[src/rtl/pa_clic_arb.sv]
// pa_clic_arb: CLIC interrupt arbiter; scans GRP_NUM sources per cycle for the highest-priority
// pending and enabled source. Optional macro CLIC_ARB_THRESHOLD_EN adds an int_thresh priority filter.
module pa_clic_arb #(
   parameter int INT_NUM    = 64,
   parameter int PRIO_WIDTH = 8,
   parameter int ID_WIDTH   = 6,
   parameter int GRP_NUM    = 8
) (
   input  logic                          forever_cpuclk,
   input  logic                          cpurst_b,
   input  logic                          arb_start,
   input  logic [INT_NUM-1:0]            int_pending,
   input  logic [INT_NUM-1:0]            int_enable,
   input  logic [PRIO_WIDTH*INT_NUM-1:0] int_prio,
`ifdef CLIC_ARB_THRESHOLD_EN
   input  logic [PRIO_WIDTH-1:0]         int_thresh,
`endif
   input  logic                          res_ack,
   output logic                          arb_busy,
   output logic                          res_vld,
   output logic                          res_none,
   output logic [ID_WIDTH-1:0]           res_id,
   output logic [PRIO_WIDTH-1:0]         res_prio,
   output logic [INT_NUM-1:0]            res_onehot
);

   localparam int NGRP  = INT_NUM / GRP_NUM;
   localparam int CNT_W = (NGRP > 1) ? $clog2(NGRP) : 1;
   localparam logic [CNT_W-1:0]   LAST_CNT    = CNT_W'(NGRP - 1);
   localparam logic [INT_NUM-1:0] ONE_HOT_LSB = {{(INT_NUM-1){1'b0}}, 1'b1};

   typedef enum logic [1:0] {
      ST_IDLE = 2'd0,
      ST_SCAN = 2'd1,
      ST_DONE = 2'd2
   } state_t;

   state_t                  state_r;
   logic [CNT_W-1:0]        scan_cnt_r;
   logic                    best_vld_r;
   logic [ID_WIDTH-1:0]     best_id_r;
   logic [PRIO_WIDTH-1:0]   best_prio_r;

   logic                    arb_busy_r;
   logic                    res_vld_r;
   logic                    res_none_r;
   logic [ID_WIDTH-1:0]     res_id_r;
   logic [PRIO_WIDTH-1:0]   res_prio_r;
   logic [INT_NUM-1:0]      res_onehot_r;

   logic [INT_NUM-1:0]      src_qual_s;
   logic [PRIO_WIDTH-1:0]   src_prio_s [INT_NUM];
   logic [ID_WIDTH-1:0]     base_s;

   logic                    grp_vld_s;
   logic [ID_WIDTH-1:0]     grp_id_s;
   logic [PRIO_WIDTH-1:0]   grp_prio_s;

   logic                    nxt_vld_s;
   logic [ID_WIDTH-1:0]     nxt_id_s;
   logic [PRIO_WIDTH-1:0]   nxt_prio_s;

   for (genvar i = 0; i < INT_NUM; i++) begin : g_src
      assign src_prio_s[i] = int_prio[i*PRIO_WIDTH +: PRIO_WIDTH];
`ifdef CLIC_ARB_THRESHOLD_EN
      assign src_qual_s[i] = int_pending[i] & int_enable[i] & (src_prio_s[i] > int_thresh);
`else
      assign src_qual_s[i] = int_pending[i] & int_enable[i];
`endif
   end

   assign base_s = ID_WIDTH'(scan_cnt_r) * ID_WIDTH'(GRP_NUM);

   // Group winner: strict compare walking upward keeps the lowest index on equal priority.
   always_comb begin
      grp_vld_s  = 1'b0;
      grp_id_s   = '0;
      grp_prio_s = '0;
      for (int j = 0; j < GRP_NUM; j++) begin
         if (src_qual_s[base_s + ID_WIDTH'(j)] &&
             (!grp_vld_s || (src_prio_s[base_s + ID_WIDTH'(j)] > grp_prio_s))) begin
            grp_vld_s  = 1'b1;
            grp_id_s   = base_s + ID_WIDTH'(j);
            grp_prio_s = src_prio_s[base_s + ID_WIDTH'(j)];
         end else begin
            grp_vld_s  = grp_vld_s;
         end
      end
   end

   // Merge the group winner into the running best; earlier groups win overall ties.
   always_comb begin
      if (grp_vld_s && (!best_vld_r || (grp_prio_s > best_prio_r))) begin
         nxt_vld_s  = 1'b1;
         nxt_id_s   = grp_id_s;
         nxt_prio_s = grp_prio_s;
      end else begin
         nxt_vld_s  = best_vld_r;
         nxt_id_s   = best_id_r;
         nxt_prio_s = best_prio_r;
      end
   end

   // Arbitration FSM with registered result outputs (zero whenever no result is held).
   always_ff @(posedge forever_cpuclk or negedge cpurst_b) begin
      if (!cpurst_b) begin
         state_r      <= ST_IDLE;
         scan_cnt_r   <= '0;
         best_vld_r   <= 1'b0;
         best_id_r    <= '0;
         best_prio_r  <= '0;
         arb_busy_r   <= 1'b0;
         res_vld_r    <= 1'b0;
         res_none_r   <= 1'b0;
         res_id_r     <= '0;
         res_prio_r   <= '0;
         res_onehot_r <= '0;
      end else begin
         case (state_r)
            ST_IDLE: begin
               if (arb_start) begin
                  state_r     <= ST_SCAN;
                  scan_cnt_r  <= '0;
                  best_vld_r  <= 1'b0;
                  best_id_r   <= '0;
                  best_prio_r <= '0;
                  arb_busy_r  <= 1'b1;
               end
            end
            ST_SCAN: begin
               best_vld_r  <= nxt_vld_s;
               best_id_r   <= nxt_id_s;
               best_prio_r <= nxt_prio_s;
               if (scan_cnt_r == LAST_CNT) begin
                  state_r      <= ST_DONE;
                  scan_cnt_r   <= '0;
                  res_vld_r    <= 1'b1;
                  res_none_r   <= ~nxt_vld_s;
                  res_id_r     <= nxt_vld_s ? nxt_id_s : '0;
                  res_prio_r   <= nxt_vld_s ? nxt_prio_s : '0;
                  res_onehot_r <= nxt_vld_s ? (ONE_HOT_LSB << nxt_id_s) : '0;
               end else begin
                  scan_cnt_r <= scan_cnt_r + CNT_W'(1);
               end
            end
            ST_DONE: begin
               if (res_ack) begin
                  state_r      <= ST_IDLE;
                  arb_busy_r   <= 1'b0;
                  res_vld_r    <= 1'b0;
                  res_none_r   <= 1'b0;
                  res_id_r     <= '0;
                  res_prio_r   <= '0;
                  res_onehot_r <= '0;
               end
            end
            default: begin
               state_r      <= ST_IDLE;
               scan_cnt_r   <= '0;
               best_vld_r   <= 1'b0;
               arb_busy_r   <= 1'b0;
               res_vld_r    <= 1'b0;
               res_none_r   <= 1'b0;
               res_id_r     <= '0;
               res_prio_r   <= '0;
               res_onehot_r <= '0;
            end
         endcase
      end
   end

   assign arb_busy   = arb_busy_r;
   assign res_vld    = res_vld_r;
   assign res_none   = res_none_r;
   assign res_id     = res_id_r;
   assign res_prio   = res_prio_r;
   assign res_onehot = res_onehot_r;

endmodule

[config.mk]
export PLATFORM = sky130hd
export DESIGN_NAME = pa_clic_arb
export DESIGN_NICKNAME = d
export VERILOG_FILES = /design/src/rtl/pa_clic_arb.sv
export SDC_FILE = /design/constraint.sdc
export NUM_CORES = 1
export LEC_CHECK = 0
export ABC_AREA = 1
export CAP_MARGIN = 20
export CORE_AREA = 4 4 281 283
export DETAILED_ROUTE_END_ITERATION = 8
export DIE_AREA = 0 0 285 287
export HOLD_SLACK_MARGIN = 0.15
export PLACE_DENSITY = 0.5
export REMOVE_ABC_BUFFERS = 1
export SYNTH_ARGS = -nofsm -noshare
export SYNTH_HDL_FRONTEND = slang
export SYNTH_SLANG_ARGS = --single-unit
[constraint.sdc]
create_clock -name forever_cpuclk -period 15.96 [get_ports forever_cpuclk]
set_input_delay 1.596 -clock forever_cpuclk [delete_from_list [all_inputs] [get_ports forever_cpuclk]]
set_output_delay 1.596 -clock forever_cpuclk [all_outputs]
set_load 0.03 [all_outputs]
# Word-level counts from Yosys, hierarchy flattened
# Cells that the tools add are included.
# totals
regBits,101
word_cells,256
# classes
add_sub_neg,8
n_lt_le_gt_ge,24
n_eq_ne,6
shifts,1
mux,99
bitwise_logic,76
reduce_logical,31
# ops
operator,n
8-bit binary-select mux with 6-bit select,8
8-bit two-way mux,29
64-bit two-way mux,3
64-bit one-hot mux with 3 select lines,1
6-bit two-way mux,13
1-bit AND,64
8-bit > comparator,8
"1-bit by 6-bit << shifter with 64-bit output, first input constant",1
"7-bit >= comparator, second input constant",8
"6-bit by 7-bit < comparator with 1-bit output, second input constant",8
6-bit inverter with 7-bit output,8
1-bit binary-select mux with 6-bit select,7
"6-bit by 3-bit adder with 6-bit output, second input constant",4
8-bit one-hot mux with 3 select lines,1
1-bit two-way mux,22
6-bit one-hot mux with 3 select lines,1
8-bit one-hot mux with 2 select lines,1
"6-bit by 2-bit adder with 6-bit output, second input constant",2
1-bit one-hot mux with 3 select lines,4
6-bit one-hot mux with 2 select lines,1
3-bit one-hot mux with 3 select lines,1
3-bit AND reduction,3
1-bit logical AND,8
1-bit zero test,8
15 further kinds,31

# Logic depth before layout (Yosys ltp)
# depth
word_depth,41
mapped_depth,112

# Least setup slack after synthesis
# Ideal clock, no wire load.
# synth_timing
path_type,input to register
start,input port int_pending[56]
end,"register res_onehot_r[56], in the netlist res_onehot[56]"
setup_ns,0.065
t_arrival_ns,12.839
t_required_ns,15.895
path_slack_ns,3.056
stages,97
cell_sequence,nand3_1 > nand3_1 > nand3_1 > nand2_2 > inv_2 > nor2_1 > inv_1 > ha_1 > a21o_1 > nor2_1 > nand2_1 > nand2_1 > nand2_1 > nand2_1 > nand2_1 > and2_1 > ha_1 > nand2_1 > [... 61 more ...] > nand2_2 > inv_1 > nand3_1 > and2_1 > ha_1 > inv_1 > a21oi_1 > o21ai_0 > a21oi_1 > o21ai_0 > nand2_2 > buf_4 > o21ai_1 > inv_1 > nor2_1 > buf_2 > nand4_1 > nand2_1
# synth_via
elab_chain_len,40
elab_cells_between_ends,78
# synth_lines
item,line_no,rtl
from (decl),12,"input logic [INT_NUM-1:0] int_pending,"
1-bit AND *,68,assign src_qual_s[i] = int_pending[i] & int_enable[i];
1-bit binary-select mux with 3-bit select,80,if (src_qual_s[base_s + ID_WIDTH'(j)] &&
1-bit two-way mux (implied by the code),80,
8-bit two-way mux or 1-bit two-way mux (tied branches),80,
8-bit > comparator or 1-bit zero test (tied branches),81,(!grp_vld_s || (src_prio_s[base_s + ID_WIDTH'(j)] > grp_prio_s))) begin
1-bit logical OR,81,
1-bit logical AND,80,
8-bit two-way mux or 1-bit two-way mux (tied branches),80,
[... 24 more ...],n/a,
8-bit > comparator,93,if (grp_vld_s && (!best_vld_r || (grp_prio_s > best_prio_r))) begin
1-bit logical OR,93,
1-bit logical AND,93,
6-bit two-way mux,93,
1-bit by 6-bit << shifter with 64-bit output,141,res_onehot_r <= nxt_vld_s ? (ONE_HOT_LSB << nxt_id_s) : '0;
64-bit two-way mux *,141,
64-bit two-way mux *,134,if (scan_cnt_r == LAST_CNT) begin
64-bit one-hot mux with 3 select lines *,119,case (state_r)
to (signal assigned),141,
to (decl),49,logic [INT_NUM-1:0] res_onehot_r;
# Every way passes the cells marked *; elsewhere a longest branch is shown, timed or not. The select of a mux whose other input is x is not followed.
# A chain may end at the register's enable or synchronous reset.

# Worst setup path in the final report
# layout_timing
start,input port int_pending[24]
end,"register res_onehot_r[33], in the netlist res_onehot[33]"
# The elaborated chain is that of the path after synthesis.

==> metrics.txt <==
CTS H-tree depth=3; Distinct cells, synth=43; clk sink count=101; most common cell after layout, fill and taps aside=nand2_1; CTS tree=built; dominant synthesized flop cell=dfrtp_1; post-DP HPWL=58.4 mm; Hold Path Stages=2; Period minus WS final=14.42 ns; Setup crit start kind=primary input; DP Area=20200 sq um; leakage=9.12 nW; status=complete, no violations; Vias/cell=4.38; slowest CP cell=clkdlybuf4s50_1; placeable core area=76700 sq um; Avg Inst Size Synth=5.98 sq um; Comb power frac=0.886; Flop pwr share=0.074; # rows=102; YS warnings=0; cells after synthesis=2045; most frequent cells in the layout=830 x nand2_1, 723 x clkdlybuf4s50_1, 330 x nand3_1, 121 x a21oi_1, 98 x dfrtp_1; Post-synth EDFFs=0; # IOs=725; Simple-Gate Fraction of Synth Area=0.476; die area=81800 sq um; synthesized flop and latch total=101; adder-cell share of the synthesized area=0.0675; flip-flop and latch area=2540 sq um; CP Max Fanout=13; Routed WL per cell=19.5 um; final slew viol count=0; global-route wire length before repair=106 mm; crit path DAT=14.71 ns; Clock Path Buffers=2; Fillers=8593; Critical Path RT=16.26 ns; endpoints failing setup=0; total power=5.42 mW; post-synthesis sequential area ratio=0.207; DIE WIDTH=285 um; root buf cell=clkbuf_16; Die Y=287 um; area occupied by multi-input gates=8650 sq um; DRT antenna net count=0; Internal Power=2.08 mW; TritonCTS Buffers=9; clock network fraction of design power=0.040; Initial Utilization=0.159; post-synthesis mux area share=0; crit path capture type=flip-flop; R2R depth=94; largest family of logic cells by synthesized area=simple AND/OR/NAND/NOR gates; final wirelength=72.7 mm; Worst path most repeated cell=nand2_1; Placer Congestion=0.880; Final Hold Violating Endpoints=0; MaxCap Viol Count=0; Synth Area in Compound Gates=0.160; Pre-antenna DRT Iters=5; slowest stage delay, CP=0.47 ns; type of the worst min-delay path=reg -> reg; GRT Total Usage=0.168; Worst Tran Pin Value=1.05 ns; Layout area overhead=69.0%; worst-skew pair later-pin latency=0.35 ns; critical path class=in -> reg; Synth area leaders=nand2_1 26%, dfrtp_1 21%, nand3_1 14%; layout cells sized above 1=0.0463; fmax=69.4 MHz; pwr/cell area=262 nW/um^2; largest net degree at the start of global routing=101; drt drc=0; sw frac=0.617; Clock Skew=0.0151 ns; CTS Hold Bufs=0; share of the synthesized area in the top cell type=0.256; fin crit share=0.903; Via Count=16297; post-synth top area cell=nand2_1; initial antenna violation count=11; Peak supply drop=223 uV; RSZ-0062 raised after global routing=no; post-synthesis xor/xnor area fraction=0; async set-reset flop share out of synthesis=1.00; grt ovf=0; nets@finish=3382; relative slew slack=0.299; switching power of the nets=3.34 mW; IO buf count=724; initial DRC count=1107; number of global-route vias before repair=16328; final instance area=20700 sq um; Reg clk slew, reported paths=0.08 ns; mapped cell area=12200 sq um
-- cells by family (layout without fill, tap and decap cells) --
family / Yosys count / count (layout)
buffers and inverters: 232 / 863
AOI/OAI and AO/OA: 305 / 305
adders and majority gates: 66 / 66
and+or+nand+nor: 1341 / 1342
other: 0 / 5
DFF: 101 / 101
-- Yosys cell counts, types with 4 or more instances --
master	instances
nand2_1	835
nand3_1	330
a21oi_1	121
dfrtp_1	101
buf_2	83
inv_1	76
o21ai_0	72
nor2_1	71
ha_1	66
a32o_1	65
nand4_1	39
and2_1	25
buf_4	20
clkbuf_1	17
buf_1	16
o22ai_1	16
inv_2	10
nor2_2	9
a22oi_1	7
nand2_2	7
nor2_4	6
a31oi_1	5
nand3_2	5
o21ai_1	5
buf_6	4
dlygate4sd1_1	4
-- flip-flops by register name, summed over array words and instances, names as in the netlist --
register     cells
res_onehot      64
res_prio         8
res_vld          1
res_none         1
arb_busy         1
best_prio_r      8
scan_cnt_r       3
state_r          2
res_id           6
best_vld_r       1
best_id_r        6
-- layout make-up --
class / instances / share of cell area
Antenna cell: 5 / 0.000605
Timing Repair Buffer: 758 / 0.364
Clock inverter: 7 / 0.00303
Clock buffer: 9 / 0.0109
Multi-Input combinational cell: 1713 / 0.418
Timing Repair inverter: 1 / 0.000363
Inverter: 88 / 0.0173
Sequential cell: 101 / 0.123
Tap cell: 1040 / 0.0629
-- through the flow --
step                      TNS, ns  hold slack (ns)  utilization  setup WS (ns)  cells
after floorplan           -329.38            0.449            -          -4.12   1901
after global placement          0            0.462        0.264          0.137   3689
after detailed placement    -4.37            0.467        0.264         -0.166   3689
after CTS                       0            0.485        0.267          0.144   3705
after global routing            0            0.498        0.270         0.0535   3722
final                           0            0.482        0.270           1.54   3722
-- power groups by stage --
stage	combinational (mW)	clock (mW)	sequential, mW
2_1_floorplan	3.06	0	0.529
3_3_place_gp	4.59	0	0.409
3_5_place_dp	4.61	0	0.408
4_1_cts	4.62	0.224	0.404
5_1_grt	5.40	0.235	0.411
6_report	4.81	0.217	0.401
-- per-layer routing --
metal / GRT usage / wire length, um
met2: 0.289 / 34300
met4: 0.0278 / 1130
met1: 0.223 / 32800
met5: 0 / 32
met3: 0.0299 / 4430
-- path summary, 6_finish.rpt --
check / startpoint / end / slack (ns)
worst max-delay path: int_pending[24] / res_onehot[33] / 1.54
worst min-delay path: res_prio[3] / res_prio[3] / 0.48
worst max register to register: scan_cnt_r[0] / res_onehot[33] / 2.08
worst min register to register: res_prio[3] / res_prio[3] / 0.48
max in group asynchronous: cpurst_b / best_prio_r[5] / 13.58
min in group asynchronous: cpurst_b / res_onehot[30] / 1.29
-- critical path: cells and delay by family --
| kind | cells | cell delay [ns] |
|---|---|---|
| fa+ha+maj | 8 | 2.40 |
| compound gates | 18 | 2.53 |
| simple gates | 58 | 6.50 |
| buf+inv | 10 | 1.66 |
-- what timing repair did --
action                                  in CTS  in global routing
endpoints found under the setup margin       0                 92
gates resized for setup                      0                 20
setup buffers                                0                 10
hold endpoints to repair                     0                  0
(Power assumes the default switching activity.)
